<file path="src/rtl/iob_plic_src_filter.sv">
// iob_plic_src_filter: per-source synchronizer + debounce for PLIC inputs; in src_in/bypass/filter_len, out src_out/glitch
module iob_plic_src_filter #(
  parameter int SOURCES     = 64,
  parameter int SYNC_STAGES = 2,
  parameter int FILTER_W    = 8
) (
  input  logic                clk,
  input  logic                rst,
  input  logic [SOURCES-1:0]  src_in,
  input  logic [SOURCES-1:0]  bypass,
  input  logic [FILTER_W-1:0] filter_len,
  output logic [SOURCES-1:0]  src_out,
  output logic [SOURCES-1:0]  glitch
);
  if (SYNC_STAGES < 2 || SYNC_STAGES > 4) begin : g_bad_stages
    $error("SYNC_STAGES must be 2..4");
  end
  logic [FILTER_W:0] len_eff;
  assign len_eff = {1'b0, (filter_len == '0) ? FILTER_W'(1) : filter_len};
  for (genvar i = 0; i < SOURCES; i++) begin : g_src
    logic [SYNC_STAGES-1:0] chain;
    logic [FILTER_W-1:0]    cnt, cnt_nx;
    logic                   stable, glitch_q;
    logic                   sync, diff, fire, stable_nx, glitch_nx;
    always_comb begin
      sync      = chain[SYNC_STAGES-1];
      diff      = sync != stable;
      fire      = diff && (({1'b0, cnt} + (FILTER_W+1)'(1)) >= len_eff);
      stable_nx = (bypass[i] || fire) ? sync : stable;
      cnt_nx    = (bypass[i] || !diff || fire) ? '0 : cnt + FILTER_W'(1);
      glitch_nx = !bypass[i] && !diff && (cnt != '0);
    end
    always_ff @(posedge clk or posedge rst)
      if (rst) begin
        chain    <= '0;
        stable   <= 1'b0;
        cnt      <= '0;
        glitch_q <= 1'b0;
      end else begin
        chain    <= {chain[SYNC_STAGES-2:0], src_in[i]};
        stable   <= stable_nx;
        cnt      <= cnt_nx;
        glitch_q <= glitch_nx;
      end
    assign src_out[i] = stable;
    assign glitch[i]  = glitch_q;
  end
endmodule

</file>
<file path="config.mk">
export PLATFORM = sky130hd
export DESIGN_NAME = iob_plic_src_filter
export DESIGN_NICKNAME = d
export VERILOG_FILES = /design/src/rtl/iob_plic_src_filter.sv
export SDC_FILE = /design/constraint.sdc
export NUM_CORES = 2
export LEC_CHECK = 0
export CAP_MARGIN = 20
export CORE_MARGIN = 3
export CORE_UTILIZATION = 39
export CTS_CLUSTER_SIZE = 14
export DETAILED_ROUTE_END_ITERATION = 8
export REMOVE_ABC_BUFFERS = 1
export SKIP_LAST_GASP = 1
export SLEW_MARGIN = 20
export SYNTH_ARGS = -nofsm -noshare
export SYNTH_HDL_FRONTEND = slang
export SYNTH_SLANG_ARGS = --single-unit
export TNS_END_PERCENT = 1
</file>
<file path="constraint.sdc">
create_clock -name clk -period 73.1 [get_ports clk]
set_input_delay 7.31 -clock clk [delete_from_list [all_inputs] [get_ports clk]]
set_output_delay 7.31 -clock clk [all_outputs]
set_load 0.05 [all_outputs]
</file>
==> impl_metrics.py <==
metrics = {
    "setup_path": {
        "critical_path_peak_fanout": 36,
        "crit_path_top_delay_cell": "buf_4",
        "path_delay_family": "compound AO/OA/AOI/OAI gates",
        "cp_num_buf_inv": 2,
        "cp-start-kind": "primary input",
        "crit_type": "in -> reg",
        "endpoint_kind": "register",
        "required_ps": 73720,
        "crit_chain": "clkdlybuf4s50_1, nor4_1, a41o_4, buf_4, ha_1, and3_1, o311ai_0, a41oi_1, o21ai_0, nand3_1, nor2b_1",
        "cpPeakStageDelay_ps": 670,
        "critical_path_arrival_ps": 11530,
    },
    "pwr": {
        "power.density_nw_per_um2": 20.5,
        "p_int_uw": 805,
        "vdd_drop_max_v": 0.0000161,
        "power_frac_comb": 0.150,
        "p_sw_frac": 0.276,
        "p_sw_uw": 307,
        "p_seq_frac": 0.411,
        "pwr-share-clk": 0.439,
        "p_leak_uw": 0.0238,
    },
    "layout": {
        "multi_input_area_um2": 25700,
        "layout_common_cells": "768 x dfrtp_1, 451 x ha_1, 429 x nor2_1",
        "ff_latch_area_um2": 19200,
        "final_cells": 6592,
        "fillCellCount": 11400,
        "finalCoreUtilization": 0.451,
        "drive_gt1_frac": 0.0691,
        "areaGrowthSynthToFinish_pct": 14.5,
        "final_common_cell": "dfrtp_1",
        "nets": 5489,
    },
    "timing": {
        "fmax_ghz": 0.0917,
        "fin_crit_ps": 10910,
        "setup-tns-final_ps": 0,
        "slew_violations": 0,
        "rsz0062_at_grt": "false",
        "fin_hold_ws_ps": 333,
        "skew_ps": 27.0,
        "relSlewSlack": 0.381,
        "finalHoldViolCount": 0,
        "period_share": 0.149,
        "tightest_slew_ps": 929,
        "finalSetupViolations": 0,
    },
    "grt": {
        "grt_usage": 0.178,
        "first_global_vias": 35000,
        "grt_overflow_total": 0,
        "grt_pass1_wl_um": 183000,
        "grt_antenna_before_repair": 4,
        "grt_start_max_net_pins": 118,
    },
    "synthesis": {
        "synth_xor_area_frac": 0.0836,
        "synthMuxAreaShare": 0.0347,
        "synthSimpleGateAreaFrac": 0.179,
        "synth_cell_type_count": 79,
        "synth_top_family_by_area": "simple AND/OR/NAND/NOR gates",
        "avgSynthCellArea_um2": 10.0,
        "yosys_warnings": 0,
        "ys_seq_area_frac": 0.405,
        "syn_area_um2": 47400,
        "synthArstFlopShare": 1.00,
        "synth_edf_count": 0,
        "synth_flop_cell": "dfrtp_1",
        "synth_adder_area_share": 0.131,
        "synth-seq-cells": 768,
        "syn_inst": 4721,
        "synth_compound_area_frac": 0.114,
    },
    "routing": {
        "routed_wl_um": 112000,
        "route.detailed.drc": 0,
        "dr.first_iter.drc_count": 1726,
        "vias_per_cell": 5.24,
        "post_drt_wl_per_cell_um": 17.0,
        "met3_length_um": 4540,
        "dr.pass1.iters": 7,
        "wl_met2_um": 51800,
        "met1_length_um": 53000,
        "num_vias": 34500,
        "top_layer": "met4",
        "ant_nets": 0,
    },
    "clocking": {
        "clock-sinks": 768,
        "cts.repair.resized": 0,
        "clockRootBuffer": "clkbuf_16",
        "cts.clk_slew.worst_paths_ps": 60,
        "htree_levels": 3,
        "clk_path_buf_depth": 3,
        "cts_setup_buffers": 0,
        "hold_buffers": 0,
        "cts_tree": "built",
        "numCtsBuffers": 94,
        "insertion_delay_ps": 710,
    },
    "place": {
        "dp_cells": 6415,
        "hpwl_um": 74900,
        "io_buffers": 265,
        "place_congestion": 0.817,
    },
    "floorplanning": {
        "fp.coreArea_um2": 120000,
        "num_rows": 127,
        "die_h_um": 355,
        "die-area_um2": 126000,
        "initial_core_util": 0.394,
        "die_x_um": 355,
        "pin_count": 266,
    },
    "status": {
        "status": "finished clean",
    },
    "worst_hold_path": {
        "hold_path.class": "reg -> reg",
    },
    "flow_run": {
        "cap_violations": 0,
    },
}
cell type report:
type	instances	share of cell area
antenna	4	0.000184
timing repair buffer	291	0.0525
multi-input combinational	3428	0.474
clock inverter	32	0.00784
tap	1612	0.0372
clock buffer	140	0.0521
sequential	768	0.354
inverter	317	0.0223
kinds of logic (layout without fill, tap and decap cells):
group,after synthesis,after routing
AND/OR/NAND/NOR,1624,1624
flip-flops,768,768
AO/OA/AOI/OAI,703,703
buffers and inverters,525,780
adder cells (fa/ha/maj),507,507
XOR/XNOR,446,446
multiplexers,148,148
other,0,4
flip-flops by register name (all words and copies together), names as in the netlist:
| register | flops |
|---|---|
| g_src.chain | 128 |
| g_src.glitch_q | 64 |
| g_src.cnt | 512 |
| g_src.stable | 64 |
Yosys cell counts (all sizes together), types with 28 or more instances:
cell | count | area, µm²
a211o | 28 | 245
a211oi | 131 | 998
a21o | 49 | 368
a21oi | 64 | 320
a311o | 45 | 453
and3 | 45 | 282
buf | 159 | 1110
clkbuf | 49 | 184
dfrtp | 768 | 19200
ha | 451 | 5640
inv | 317 | 1190
maj3 | 56 | 561
mux2 | 112 | 1280
mux2i | 36 | 360
nand2 | 184 | 691
nand2b | 60 | 375
nand3 | 273 | 1370
nor2 | 430 | 1620
nor2b | 271 | 1700
nor3 | 130 | 651
nor4 | 35 | 219
nor4b | 65 | 569
o211ai | 66 | 495
o21a | 29 | 218
o21ai | 102 | 510
o311ai | 28 | 410
xnor2 | 244 | 2140
xor2 | 198 | 1730
power by group through the flow:
stage                     registers [µW]  clock network [µW]  logic, µW
final                                458                 488        167
after global routing                 460                 523        187
after CTS                            458                 507        170
after detailed placement             465                   0        169
after global placement               465                   0        166
after floorplan                      483                   0       90.6
metal layers:
layer / GRT usage / up-vias
li1: - / 17000
met4: 0.0537 / 0
met2: 0.293 / 551
met5: 0 / -
met1: 0.243 / 16800
met3: 0.0271 / 154
through the flow:
step           cell area, µm²  power, µW  setup slack (ps)
6_report                54300       1110             62190
5_1_grt                 54300       1170             61850
4_1_cts                 54200       1130             62220
3_5_place_dp            51000        634             61450
3_3_place_gp            51000        631             61450
2_1_floorplan           46100        573             44230
worst register-to-register path, delay by kind of cell, from the launching register on:
| kind | cells | cell delay [ps] |
|---|---|---|
| xor gates and xnor gates | 1 | 230 |
| DFF | 1 | 450 |
| adders and majority gates | 1 | 310 |
| AOI/OAI and AO/OA | 3 | 1020 |
| and+or+nand+nor | 4 | 810 |
worst paths after layout:
| path | start | cells after the start | to | slack [ps] |
|---|---|---|---|---|
| setup / recovery | filter_len[5] | 11 | g_src[22].cnt[2]$_DFF_PP0_ | 62190 |
| hold / removal | g_src[60].chain[0]$_DFF_PP0_ | 0 | g_src[60].chain[1]$_DFF_PP0_ | 330 |
| setup reg to reg | g_src[15].cnt[2]$_DFF_PP0_ | 9 | g_src[15].cnt[3]$_DFF_PP0_ | 70200 |
| hold reg to reg | g_src[60].chain[0]$_DFF_PP0_ | 0 | g_src[60].chain[1]$_DFF_PP0_ | 330 |
| max in group asynchronous | rst | 4 | g_src[56].cnt[1]$_DFF_PP0_ | 63590 |
| min in group asynchronous | rst | 2 | g_src[12].chain[1]$_DFF_PP0_ | 7180 |
(Power assumes the default switching activity.)
